**config.mk**
```make
export PLATFORM = sky130hd
export DESIGN_NAME = dctlb_l1_ack_arb
export DESIGN_NICKNAME = d
export VERILOG_FILES = /design/src/rtl/dctlb_l1_ack_arb_pkg.sv /design/src/rtl/dctlb_l1_ack_arb_fifo2.sv /design/src/rtl/dctlb_l1_ack_arb.sv
export SDC_FILE = /design/constraint.sdc
export NUM_CORES = 1
export LEC_CHECK = 0
export BUFFER_PORTS_ARGS = -buffer_cell sky130_fd_sc_hd__buf_2
export CORE_MARGIN = 8
export CORE_UTILIZATION = 45
export CTS_CLUSTER_DIAMETER = 40
export DETAILED_ROUTE_END_ITERATION = 6
export PLACE_DENSITY_LB_ADDON = 0.12
export SLEW_MARGIN = 10
export SYNTH_ARGS = -nofsm -noshare
export SYNTH_HDL_FRONTEND = slang
export SYNTH_SLANG_ARGS = --single-unit
```
**constraint.sdc**
```tcl
create_clock -name clk -period 4.8 [get_ports clk]
set_clock_uncertainty 0.15 [all_clocks]
set_input_delay 0.96 -clock clk [delete_from_list [all_inputs] [get_ports clk]]
set_output_delay 0.96 -clock clk [all_outputs]
set_load 0.1 [all_outputs]
```
**src/rtl/dctlb_l1_ack_arb_pkg.sv**
```systemverilog
// Shared types and constants for the DC TLB -> L1 tag pipe ack/cmd arbiter.
// The TLB index sits in the low bits of both the ack and the cmd payloads.
package dctlb_l1_ack_arb_pkg;

  localparam int ACK_W         = 64;
  localparam int CMD_W         = 16;
  localparam int DCTLB_IDX_W   = 5;
  localparam int IDX_W         = DCTLB_IDX_W;
  localparam int MAX_CMD_BURST = 4;
  localparam int STREAK_W      = $clog2(MAX_CMD_BURST + 1);

  localparam int ACK_IDX_LSB = 0;
  localparam int CMD_IDX_LSB = 0;

  typedef logic [ACK_W-1:0]       I_dctlbtol1_ack_type;
  typedef logic [CMD_W-1:0]       I_dctlbtol1_cmd_type;
  typedef logic [DCTLB_IDX_W-1:0] dctlb_idx_t;

  // Buffered ack: the stale flag is kept as the MSB so the FIFO can set it in place.
  typedef struct packed {
    logic                stale;
    I_dctlbtol1_ack_type ack;
  } ack_entry_t;

  localparam int ACK_ENTRY_W = $bits(ack_entry_t);

  typedef struct packed {
    logic                is_cmd;
    logic                port;
    logic                stale;
    I_dctlbtol1_ack_type ack;
    I_dctlbtol1_cmd_type cmd;
  } l1_req_t;

  function automatic dctlb_idx_t cmd_idx(input I_dctlbtol1_cmd_type c);
    return c[CMD_IDX_LSB +: DCTLB_IDX_W];
  endfunction

  function automatic dctlb_idx_t ack_idx(input I_dctlbtol1_ack_type a);
    return a[ACK_IDX_LSB +: DCTLB_IDX_W];
  endfunction

endpackage

```
**src/rtl/dctlb_l1_ack_arb_fifo2.sv**
```systemverilog
// Two-entry valid/retry FIFO. Entries whose key field matches match_key while
// match_en is high get their MSB (flag bit) set in place.
module dctlb_fifo2 #(
  parameter int W       = 8,
  parameter int KEY_LSB = 0,
  parameter int KEY_W   = 1
) (
  input  logic             clk,
  input  logic             reset,
  input  logic             in_valid,
  output logic             in_retry,
  input  logic [W-1:0]     in_data,
  output logic             out_valid,
  input  logic             out_retry,
  output logic [W-1:0]     out_data,
  input  logic             match_en,
  input  logic [KEY_W-1:0] match_key
);

  logic [W-1:0] mem [2];
  logic [1:0]   count;
  logic         wr_ptr;
  logic         rd_ptr;
  logic [1:0]   slot_valid;
  logic         enq;
  logic         deq;

  // Full is taken from the registered count only, so a dequeue never frees a
  // slot for an enqueue in the same cycle.
  assign in_retry  = (count == 2'd2);
  assign out_valid = (count != 2'd0);
  assign out_data  = mem[rd_ptr];
  assign enq       = in_valid && !in_retry;
  assign deq       = out_valid && !out_retry;

  always_comb begin
    slot_valid = 2'b00;
    for (int i = 0; i < 2; i++) begin
      slot_valid[i] = (count == 2'd2) || ((count == 2'd1) && (rd_ptr == 1'(i)));
    end
  end

  // NOTE: sequential state uses non-blocking assignments so every flop samples
  // pre-edge values regardless of statement order.
  always_ff @(posedge clk or negedge reset) begin
    if (!reset) begin
      count  <= 2'd0;
      wr_ptr <= 1'b0;
      rd_ptr <= 1'b0;
    end else begin
      count <= count + {1'b0, enq} - {1'b0, deq};
      if (enq) wr_ptr <= ~wr_ptr;
      if (deq) rd_ptr <= ~rd_ptr;
    end
  end

  // NOTE: storage is deliberately not reset; count/pointers alone decide which
  // entries are meaningful, and a flag is only set on an occupied slot.
  always_ff @(posedge clk) begin
    for (int i = 0; i < 2; i++) begin
      if (enq && (wr_ptr == 1'(i))) begin
        mem[i] <= in_data;
      end else if (match_en && slot_valid[i] &&
                   (mem[i][KEY_LSB +: KEY_W] == match_key)) begin
        mem[i][W-1] <= 1'b1;
      end
    end
  end

endmodule

```
**src/rtl/dctlb_l1_ack_arb.sv**
```systemverilog
// Buffers the DC TLB ack0/ack1/cmd streams and arbitrates them into the single
// L1 tag pipe request register, flagging acks whose TLB index was invalidated.
module dctlb_l1_ack_arb
  import dctlb_l1_ack_arb_pkg::*;
(
  input  logic                clk,
  input  logic                reset,
  input  logic                dctlbtol1_ack0_valid,
  output logic                dctlbtol1_ack0_retry,
  input  I_dctlbtol1_ack_type dctlbtol1_ack0,
  input  logic                dctlbtol1_ack1_valid,
  output logic                dctlbtol1_ack1_retry,
  input  I_dctlbtol1_ack_type dctlbtol1_ack1,
  input  logic                dctlbtol1_cmd_valid,
  output logic                dctlbtol1_cmd_retry,
  input  I_dctlbtol1_cmd_type dctlbtol1_cmd,
  output logic                l1pipe_req_valid,
  input  logic                l1pipe_req_retry,
  output logic                l1pipe_req_is_cmd,
  output logic                l1pipe_req_port,
  output logic                l1pipe_req_stale,
  output I_dctlbtol1_ack_type l1pipe_req_ack,
  output I_dctlbtol1_cmd_type l1pipe_req_cmd
);

  ack_entry_t          a0_in, a1_in, a0_head, a1_head;
  I_dctlbtol1_cmd_type c_head;
  logic                a0_valid, a1_valid, c_valid;
  logic                a0_deq, a1_deq;

  l1_req_t             r_q, r_next;
  logic                r_valid;
  logic                rr;
  logic [STREAK_W-1:0] cmd_streak;

  logic                load, any_ack, ack_starved;
  logic                grant_cmd, grant_ack, ack_port;
  dctlb_idx_t          inval_idx;

  assign load        = !r_valid || !l1pipe_req_retry;
  assign any_ack     = a0_valid || a1_valid;
  assign ack_starved = (cmd_streak == STREAK_W'(MAX_CMD_BURST)) && any_ack;
  assign grant_cmd   = load && c_valid && !ack_starved;
  assign grant_ack   = load && any_ack && !grant_cmd;
  assign ack_port    = (rr ? a1_valid : a0_valid) ? rr : ~rr;
  assign a0_deq      = grant_ack && !ack_port;
  assign a1_deq      = grant_ack && ack_port;
  assign inval_idx   = cmd_idx(c_head);

  // NOTE: every combinational output gets a default first so no path leaves a
  // signal unassigned and a latch is never inferred.
  always_comb begin
    a0_in       = '0;
    a1_in       = '0;
    a0_in.ack   = dctlbtol1_ack0;
    a1_in.ack   = dctlbtol1_ack1;
    // An ack arriving in the cycle its index is invalidated is already stale.
    a0_in.stale = grant_cmd && (ack_idx(dctlbtol1_ack0) == inval_idx);
    a1_in.stale = grant_cmd && (ack_idx(dctlbtol1_ack1) == inval_idx);
  end

  always_comb begin
    r_next = '0;
    if (grant_cmd) begin
      r_next.is_cmd = 1'b1;
      r_next.cmd    = c_head;
    end else if (grant_ack) begin
      r_next.port  = ack_port;
      r_next.stale = ack_port ? a1_head.stale : a0_head.stale;
      r_next.ack   = ack_port ? a1_head.ack   : a0_head.ack;
    end
  end

  dctlb_fifo2 #(.W(ACK_ENTRY_W), .KEY_LSB(ACK_IDX_LSB), .KEY_W(DCTLB_IDX_W)) u_a0 (
    .clk       (clk),
    .reset     (reset),
    .in_valid  (dctlbtol1_ack0_valid),
    .in_retry  (dctlbtol1_ack0_retry),
    .in_data   (a0_in),
    .out_valid (a0_valid),
    .out_retry (!a0_deq),
    .out_data  (a0_head),
    .match_en  (grant_cmd),
    .match_key (inval_idx)
  );

  dctlb_fifo2 #(.W(ACK_ENTRY_W), .KEY_LSB(ACK_IDX_LSB), .KEY_W(DCTLB_IDX_W)) u_a1 (
    .clk       (clk),
    .reset     (reset),
    .in_valid  (dctlbtol1_ack1_valid),
    .in_retry  (dctlbtol1_ack1_retry),
    .in_data   (a1_in),
    .out_valid (a1_valid),
    .out_retry (!a1_deq),
    .out_data  (a1_head),
    .match_en  (grant_cmd),
    .match_key (inval_idx)
  );

  dctlb_fifo2 #(.W(CMD_W), .KEY_LSB(CMD_IDX_LSB), .KEY_W(DCTLB_IDX_W)) u_c (
    .clk       (clk),
    .reset     (reset),
    .in_valid  (dctlbtol1_cmd_valid),
    .in_retry  (dctlbtol1_cmd_retry),
    .in_data   (dctlbtol1_cmd),
    .out_valid (c_valid),
    .out_retry (!grant_cmd),
    .out_data  (c_head),
    .match_en  (1'b0),
    .match_key ('0)
  );

  always_ff @(posedge clk or negedge reset) begin
    if (!reset) begin
      r_valid    <= 1'b0;
      r_q        <= '0;
      rr         <= 1'b0;
      cmd_streak <= '0;
    end else begin
      if (load) begin
        r_valid <= grant_cmd || grant_ack;
        r_q     <= r_next;
      end
      if (grant_ack) rr <= ~ack_port;
      // The streak only measures how long a waiting ack has been starved.
      if (grant_ack || !any_ack) begin
        cmd_streak <= '0;
      end else if (grant_cmd && (cmd_streak != STREAK_W'(MAX_CMD_BURST))) begin
        cmd_streak <= cmd_streak + 1'b1;
      end
    end
  end

  assign l1pipe_req_valid  = r_valid;
  assign l1pipe_req_is_cmd = r_q.is_cmd;
  assign l1pipe_req_port   = r_q.port;
  assign l1pipe_req_stale  = r_q.stale;
  assign l1pipe_req_ack    = r_q.ack;
  assign l1pipe_req_cmd    = r_q.cmd;

endmodule

```
==> results.py, run 1 <==
metrics = {
    "synthesis": {
        "yosys.area.top_type_share": 0.5753,
        "synth_nets": 1105,
        "ys.flop_type": "edfxtp_1",
        "syn_avg_cell_area_um2": 15.98,
        "yosysSeqAreaShare": 0.7433,
        "synthTopCellsByArea": "edfxtp_1 (58%), dfrtp_1 (17%), mux2i_1 (9.5%), a32o_1 (4.3%), nand2_1 (3.8%)",
        "synth.distinct_cells": 36,
        "ys_ff_latch": 392,
        "synth_edf_count": 290,
        "synth_commonest_cells": "edfxtp_1 (290), nand2_1 (155), mux2i_1 (143), dfrtp_1 (100), a32o_1 (65)",
        "synthCells": 947,
        "synth_warnings": 0,
        "async_flop_share": 0.2551,
        "yosys.cell_count.top_type": "edfxtp_1",
        "syn_area_um2": 15140,
        "yosysTopAreaCell": "edfxtp_1",
    },
    "sta": {
        "finalHoldViolCount": 0,
        "slew_headroom": 0.2709,
        "period_share": 0.6418,
        "fin_crit_ns": 3.080,
        "fmax_mhz": 324.6,
        "maxSlewViolCount": 0,
        "setup_viol": 0,
        "final.setup.tns_ns": 0,
        "rsz0062_at_grt": "no",
        "worstMarginPinSlew_ns": 1.094,
    },
    "clocking": {
        "cts_root_buf": "clkbuf_16",
        "clk-insertion-delay-late_ns": 0.54,
        "cts_tree": "yes",
        "cts_setup_buffers": 0,
        "htreeDepth": 2,
        "cts.reportedPaths.clkPinSlew_ns": 0.06,
        "cts_buffers": 47,
        "clockBufferDepth": 3,
        "cts.sinks": 392,
        "cts_hold_buffers": 0,
        "cts.repair.resized": 0,
    },
    "route": {
        "drt_wl_total_um": 36020,
        "wl_per_cell_um": 21.41,
        "vias": 8764,
        "drtIter0Drc": 382,
        "postRouteAntennaNets": 0,
        "drc_errors": 0,
        "first_pass_iters": 5,
        "drt-vias-per-instance": 5.210,
    },
    "setup_path": {
        "cp.required_ns": 5.11,
        "critPathBufInv": 1,
        "r2r_cells": 9,
        "crit_path_end_kind": "flop",
        "r2r-end": "u_a1.count[1]$_DFF_PN0_",
        "reg2reg_slack_ns": 1.72,
        "crit_arrival_ns": 3.40,
        "slowest_stage": "a311o_2",
        "crit_family": "simple AND/OR/NAND/NOR gates",
        "critical_path.cell_chain": "or4_4 -> a311o_2 -> nand3_1 -> nor2_1 -> ha_1 -> inv_1 -> ha_1 -> xnor2_1 -> xnor2_1",
        "critPathKind": "reg2reg",
        "cp_max_fo": 25,
        "max_stage_delay_ns": 0.61,
        "critPathLaunchType": "flop",
        "timing.rr.start": "u_a1.count[1]$_DFF_PN0_",
    },
    "global_routing": {
        "use_met3": 0.03688,
        "use_met2": 0.2966,
        "grt-ovfl-total": 0,
        "antenna_found_initial": 3,
        "grt.busiest_layer": "met2",
        "grt_pass1_wl_um": 54390,
        "grt_max_degree": 67,
        "grt_usage": 0.1800,
        "met1_usage": 0.2400,
        "grt_pass1_vias": 9443,
    },
    "power_and_ir_drop": {
        "p_leak_uw": 0.007523,
        "finalPower_uw": 14580,
        "p_per_area_nw_per_um2": 791.2,
        "vdd_drop_max_mv": 0.6469,
    },
    "run_status": {
        "status": "completed",
    },
    "die": {
        "dieArea_um2": 39760,
        "io_pins": 237,
        "rows": 67,
        "die_w_um": 199.4,
        "initial_core_util": 0.4537,
        "core_um2": 33360,
        "die_h_um": 199.4,
    },
    "place": {
        "hpwl_um": 22590,
        "numPortBuffers": 236,
        "gp_congestion": 0.7632,
    },
    "finish": {
        "final_net_count": 1350,
        "nFillCells": 2859,
        "area_growth_pct": 21.76,
        "drive_gt1_frac": 0.2780,
    },
    "min_path": {
        "hold_class": "reg2reg",
        "min_path_cells": 2,
        "min_to": "l1pipe_req_cmd[10]$_DFFE_PN0P_",
        "min_from": "l1pipe_req_cmd[10]$_DFFE_PN0P_",
    },
    "run": {
        "cap_violations": 0,
    },
}
==> layout make-up <==
cell class / count / area (um2) / area share
clock inverter: 27 / 317.8 / 0.01724
tap: 448 / 560.5 / 0.03041
antenna: 4 / 10.01 / 0.0005431
inverter: 15 / 57.56 / 0.003123
timing repair buffer: 248 / 1286 / 0.06979
clock buffer: 60 / 1308 / 0.07094
sequential: 392 / 11260 / 0.6109
multi-input combinational: 488 / 3632 / 0.1971
==> metrics by stage <==
stage          instance area, um2  hold WS, ns  instances    util  setup WS, ns
6_report                    18430       0.3260       1682  0.5524         1.720
5_1_grt                     18420       0.3533       1679  0.5522         1.534
4_1_cts                     18420       0.3285       1678  0.5521         1.688
3_5_place_dp                16790       0.3166       1591  0.5034         1.207
3_3_place_gp                16790       0.3133       1591  0.5034         1.295
2_1_floorplan               15140       0.3108        947       -        0.3264
==> layout by cell type, fill, tap and decap left out, types with 5 or more instances in the layout <==
cell type and count:
xor2_1 12, o21ai_0 20, bufinv_16 6, edfxtp_1 290, mux2i_1 143, ha_1 8, xnor2_1 30, clkinv_2 8
buf_4 12, dfrtp_1 98, a32o_1 65, nand2_1 155, nor2_1 11, inv_1 14, buf_2 235, clkbuf_16 49
nor3_1 5, clkbuf_1 7
==> logic make-up (layout without fill, tap and decap cells) <==
family / after synthesis / after routing / share of synthesized area
xor gates and xnor gates: 42 / 42 / 0.02430
buffers and inverters: 67 / 350 / 0.01992
DFF: 392 / 392 / 0.7433
and+or+nand+nor: 191 / 191 / 0.05108
adders and majority gates: 8 / 8 / 0.006613
other: 0 / 4 / 0
muxes: 146 / 146 / 0.09729
AOI/OAI and AO/OA: 101 / 101 / 0.05753
==> metal layers <==
layer	wire [um]	up-vias
met5	12	-
met4	682	2
met3	1987	54
met2	17400	221
met1	15940	4415
li1	-	4072
==> tightest hold or removal path, cell delays in order, from the launching register on <==
cell	delay, ns
dfrtp_1	0.33
nand2_1	0.04
o21ai_0	0.06
==> report_power, final <==
part	switching, uW	internal, uW
registers	665	4710
logic	4200	1390
clock network	1360	2260
total	6220	8360
==> how the worst max path moves through the flow <==
stage                                       start                         to  slack [ns]  cells past startpoint
after global routing      u_a1.count[1]$_DFF_PN0_    u_a1.count[1]$_DFF_PN0_        1.53                      9
after detailed placement         l1pipe_req_retry    u_a1.count[1]$_DFF_PN0_        1.21                     10
after floorplan              dctlbtol1_ack0_valid  u_a0.mem[0][64]$_DFFE_PP_        0.33                      3
after global placement           l1pipe_req_retry    u_a0.count[1]$_DFF_PN0_        1.29                     10
final                     u_a1.count[1]$_DFF_PN0_    u_a1.count[1]$_DFF_PN0_        1.72                      9
after CTS                 u_a1.count[1]$_DFF_PN0_    u_a1.count[1]$_DFF_PN0_        1.69                      9
==> state kept, by name (all words and copies together), names as in the netlist, 3 cells and up <==
register        cells
u_a0.mem          130
cmd_streak          3
u_a1.mem          130
u_c.mem            32
l1pipe_req_ack     64
l1pipe_req_cmd     16
(Power assumes the default switching activity.)
==> run 2: changes to the inputs <==
Clock period 4.8 ns to 2.81 ns, I/O delays scaled along.
==> results.py, run 2 (synthesized netlist as in run 1, its figures left out) <==
metrics = {
    "power_and_ir_drop": {
        "vdd_drop_max_mv": 0.8253,
        "p_per_area_nw_per_um2": 1343,
        "finalPower_uw": 25760,
        "p_leak_uw": 0.007866,
    },
    "sta": {
        "worstMarginPinSlew_ns": 0.9535,
        "rsz0062_at_grt": "no",
        "setup_viol": 0,
        "maxSlewViolCount": 0,
        "finalHoldViolCount": 0,
        "fin_crit_ns": 2.633,
        "slew_headroom": 0.3643,
        "fmax_mhz": 379.7,
        "whs_ns": 0.03498,
        "final.setup.tns_ns": 0,
        "period_share": 0.9372,
    },
    "finish": {
        "drive_gt1_frac": 0.2870,
        "final_common_cell": "edfxtp_1",
        "final_net_count": 1404,
        "design_area_um2": 19190,
        "seqCellArea_um2": 11260,
        "area_growth_pct": 26.75,
        "multi_input_area_um2": 3632,
        "final_cell_mix": "edfxtp_1 (290), buf_2 (235), nand2_1 (155), mux2i_1 (143), dfrtp_1 (98)",
        "nFillCells": 2717,
    },
    "die": {
        "die_h_um": 199.4,
        "die_w_um": 199.4,
        "dieArea_um2": 39760,
        "io_pins": 237,
        "rows": 67,
        "core_um2": 33360,
        "initial_core_util": 0.4537,
    },
    "place": {
        "dpl_cell_area_um2": 17090,
        "numPortBuffers": 236,
        "hpwl_um": 23120,
        "gp_congestion": 0.7777,
    },
    "run": {
        "cap_violations": 0,
    },
    "route": {
        "vias": 8990,
        "postRouteAntennaNets": 0,
        "drc_errors": 0,
        "first_pass_iters": 4,
        "wl_per_cell_um": 21.19,
        "drt_wl_total_um": 36860,
        "drt-vias-per-instance": 5.170,
        "drtIter0Drc": 442,
    },
    "setup_path": {
        "crit_path_end_kind": "flop",
        "slowest_stage": "or4_4",
        "critPathBufInv": 3,
        "r2r-end": "u_c.count[1]$_DFF_PN0_",
        "timing.rr.start": "u_a1.count[0]$_DFF_PN0_",
        "cp.required_ns": 3.15,
        "critPathKind": "reg2reg",
        "r2r_cells": 9,
        "cp_max_fo": 24,
        "critPathLaunchType": "flop",
        "critical_path.cell_chain": "or4_4 -> a311o_2 -> buf_4 -> clkinv_2 -> ha_1 -> inv_1 -> ha_1 -> xnor2_1 -> xnor2_1",
        "crit_arrival_ns": 2.97,
        "max_stage_delay_ns": 0.55,
        "crit_family": "simple AND/OR/NAND/NOR gates",
        "reg2reg_slack_ns": 0.18,
    },
    "clocking": {
        "clk-insertion-delay-late_ns": 0.58,
        "cts.reportedPaths.clkPinSlew_ns": 0.06,
        "htreeDepth": 2,
        "clockBufferDepth": 3,
        "cts_buffers": 53,
        "cts_tree": "yes",
        "cts_root_buf": "clkbuf_16",
        "cts.sinks": 392,
    },
    "global_routing": {
        "grt_pass1_vias": 9632,
        "grt_max_degree": 66,
        "grt-ovfl-total": 0,
        "antenna_found_initial": 6,
        "grt_usage": 0.1853,
        "grt_pass1_wl_um": 55660,
    },
    "min_path": {
        "hold_class": "in2reg",
        "min_path_cells": 1,
        "min_from": "dctlbtol1_ack1[56]",
        "min_to": "u_a1.mem[0][56]$_DFFE_PP_",
    },
    "run_status": {
        "status": "completed",
    },
}
## run 2: changes by cell type in the layout (fill, tap and decap cells not counted), sizes merged, moves of 2 or more
cell	before	now
clkinvlp	4	6
buf	248	266
inv	17	19
diode	4	2
dlygate4sd3	0	30
clkinv	15	12
clkbuf	60	71
## run 2: metrics by stage
| step | setup slack, ns | instances | util |
|---|---|---|---|
| after global placement | 0.1979 | 1609 | 0.5123 |
| after CTS | 0.1597 | 1737 | 0.5749 |
| after floorplan | 0.02931 | 947 | - |
| after global routing | 0.03189 | 1738 | 0.5750 |
| final | 0.1766 | 1739 | 0.5750 |
| after detailed placement | 0.1642 | 1609 | 0.5123 |
## run 2: area by class of cell
class	instances	share of cell area
antenna	2	0.0002609
inverter	15	0.003000
clock buffer	71	0.07734
multi-input combinational	488	0.1893
clock inverter	27	0.01585
sequential	392	0.5868
tap	448	0.02922
timing repair buffer	296	0.09821
## run 2: worst register-to-register path, stage by stage (launching register included)
cell	delay, ns
dfrtp_1	0.41
or4_4	0.55
a311o_2	0.41
buf_4	0.22
clkinv_2	0.13
ha_1	0.23
inv_1	0.05
ha_1	0.14
xnor2_1	0.13
xnor2_1	0.13
## run 2: metal layers
layer	vias to the layer above	wire [um]	GRT usage
met5	-	67	0
met1	4522	15690	0.2278
met4	10	565	0.05395
met2	225	18360	0.3201
met3	50	2180	0.04732
li1	4183	-	-
## run 2: where the power goes
group | leakage [uW] | internal (uW) | switching [uW] | total (uW)
Combinational | 0.00304 | 2670 | 7550 | 10200
Clock | 0.000864 | 4180 | 2450 | 6630
Sequential | 0.00396 | 8040 | 867 | 8910
Total | 0.00787 | 14900 | 10900 | 25800
## run 2: worst max-delay path by stage
stage | start | endpoint | slack (ns) | cells after the start
after CTS | u_a1.count[0]$_DFF_PN0_ | u_c.count[1]$_DFF_PN0_ | 0.16 | 9
after detailed placement | u_a1.count[0]$_DFF_PN0_ | u_c.count[1]$_DFF_PN0_ | 0.16 | 9
after floorplan | l1pipe_req_valid$_DFFE_PN0P_ | u_a1.count[1]$_DFF_PN0_ | 0.03 | 10
after global routing | u_a1.count[0]$_DFF_PN0_ | u_c.count[1]$_DFF_PN0_ | 0.03 | 9
after global placement | u_a1.count[0]$_DFF_PN0_ | u_c.count[1]$_DFF_PN0_ | 0.20 | 9
final | u_a1.count[0]$_DFF_PN0_ | u_c.count[1]$_DFF_PN0_ | 0.18 | 9
## run 2: repair_timing
action	in CTS	in global routing
endpoints found under the hold margin	87	0
setup buffers	0	0
resized for setup	0	0
hold buffers	30	0
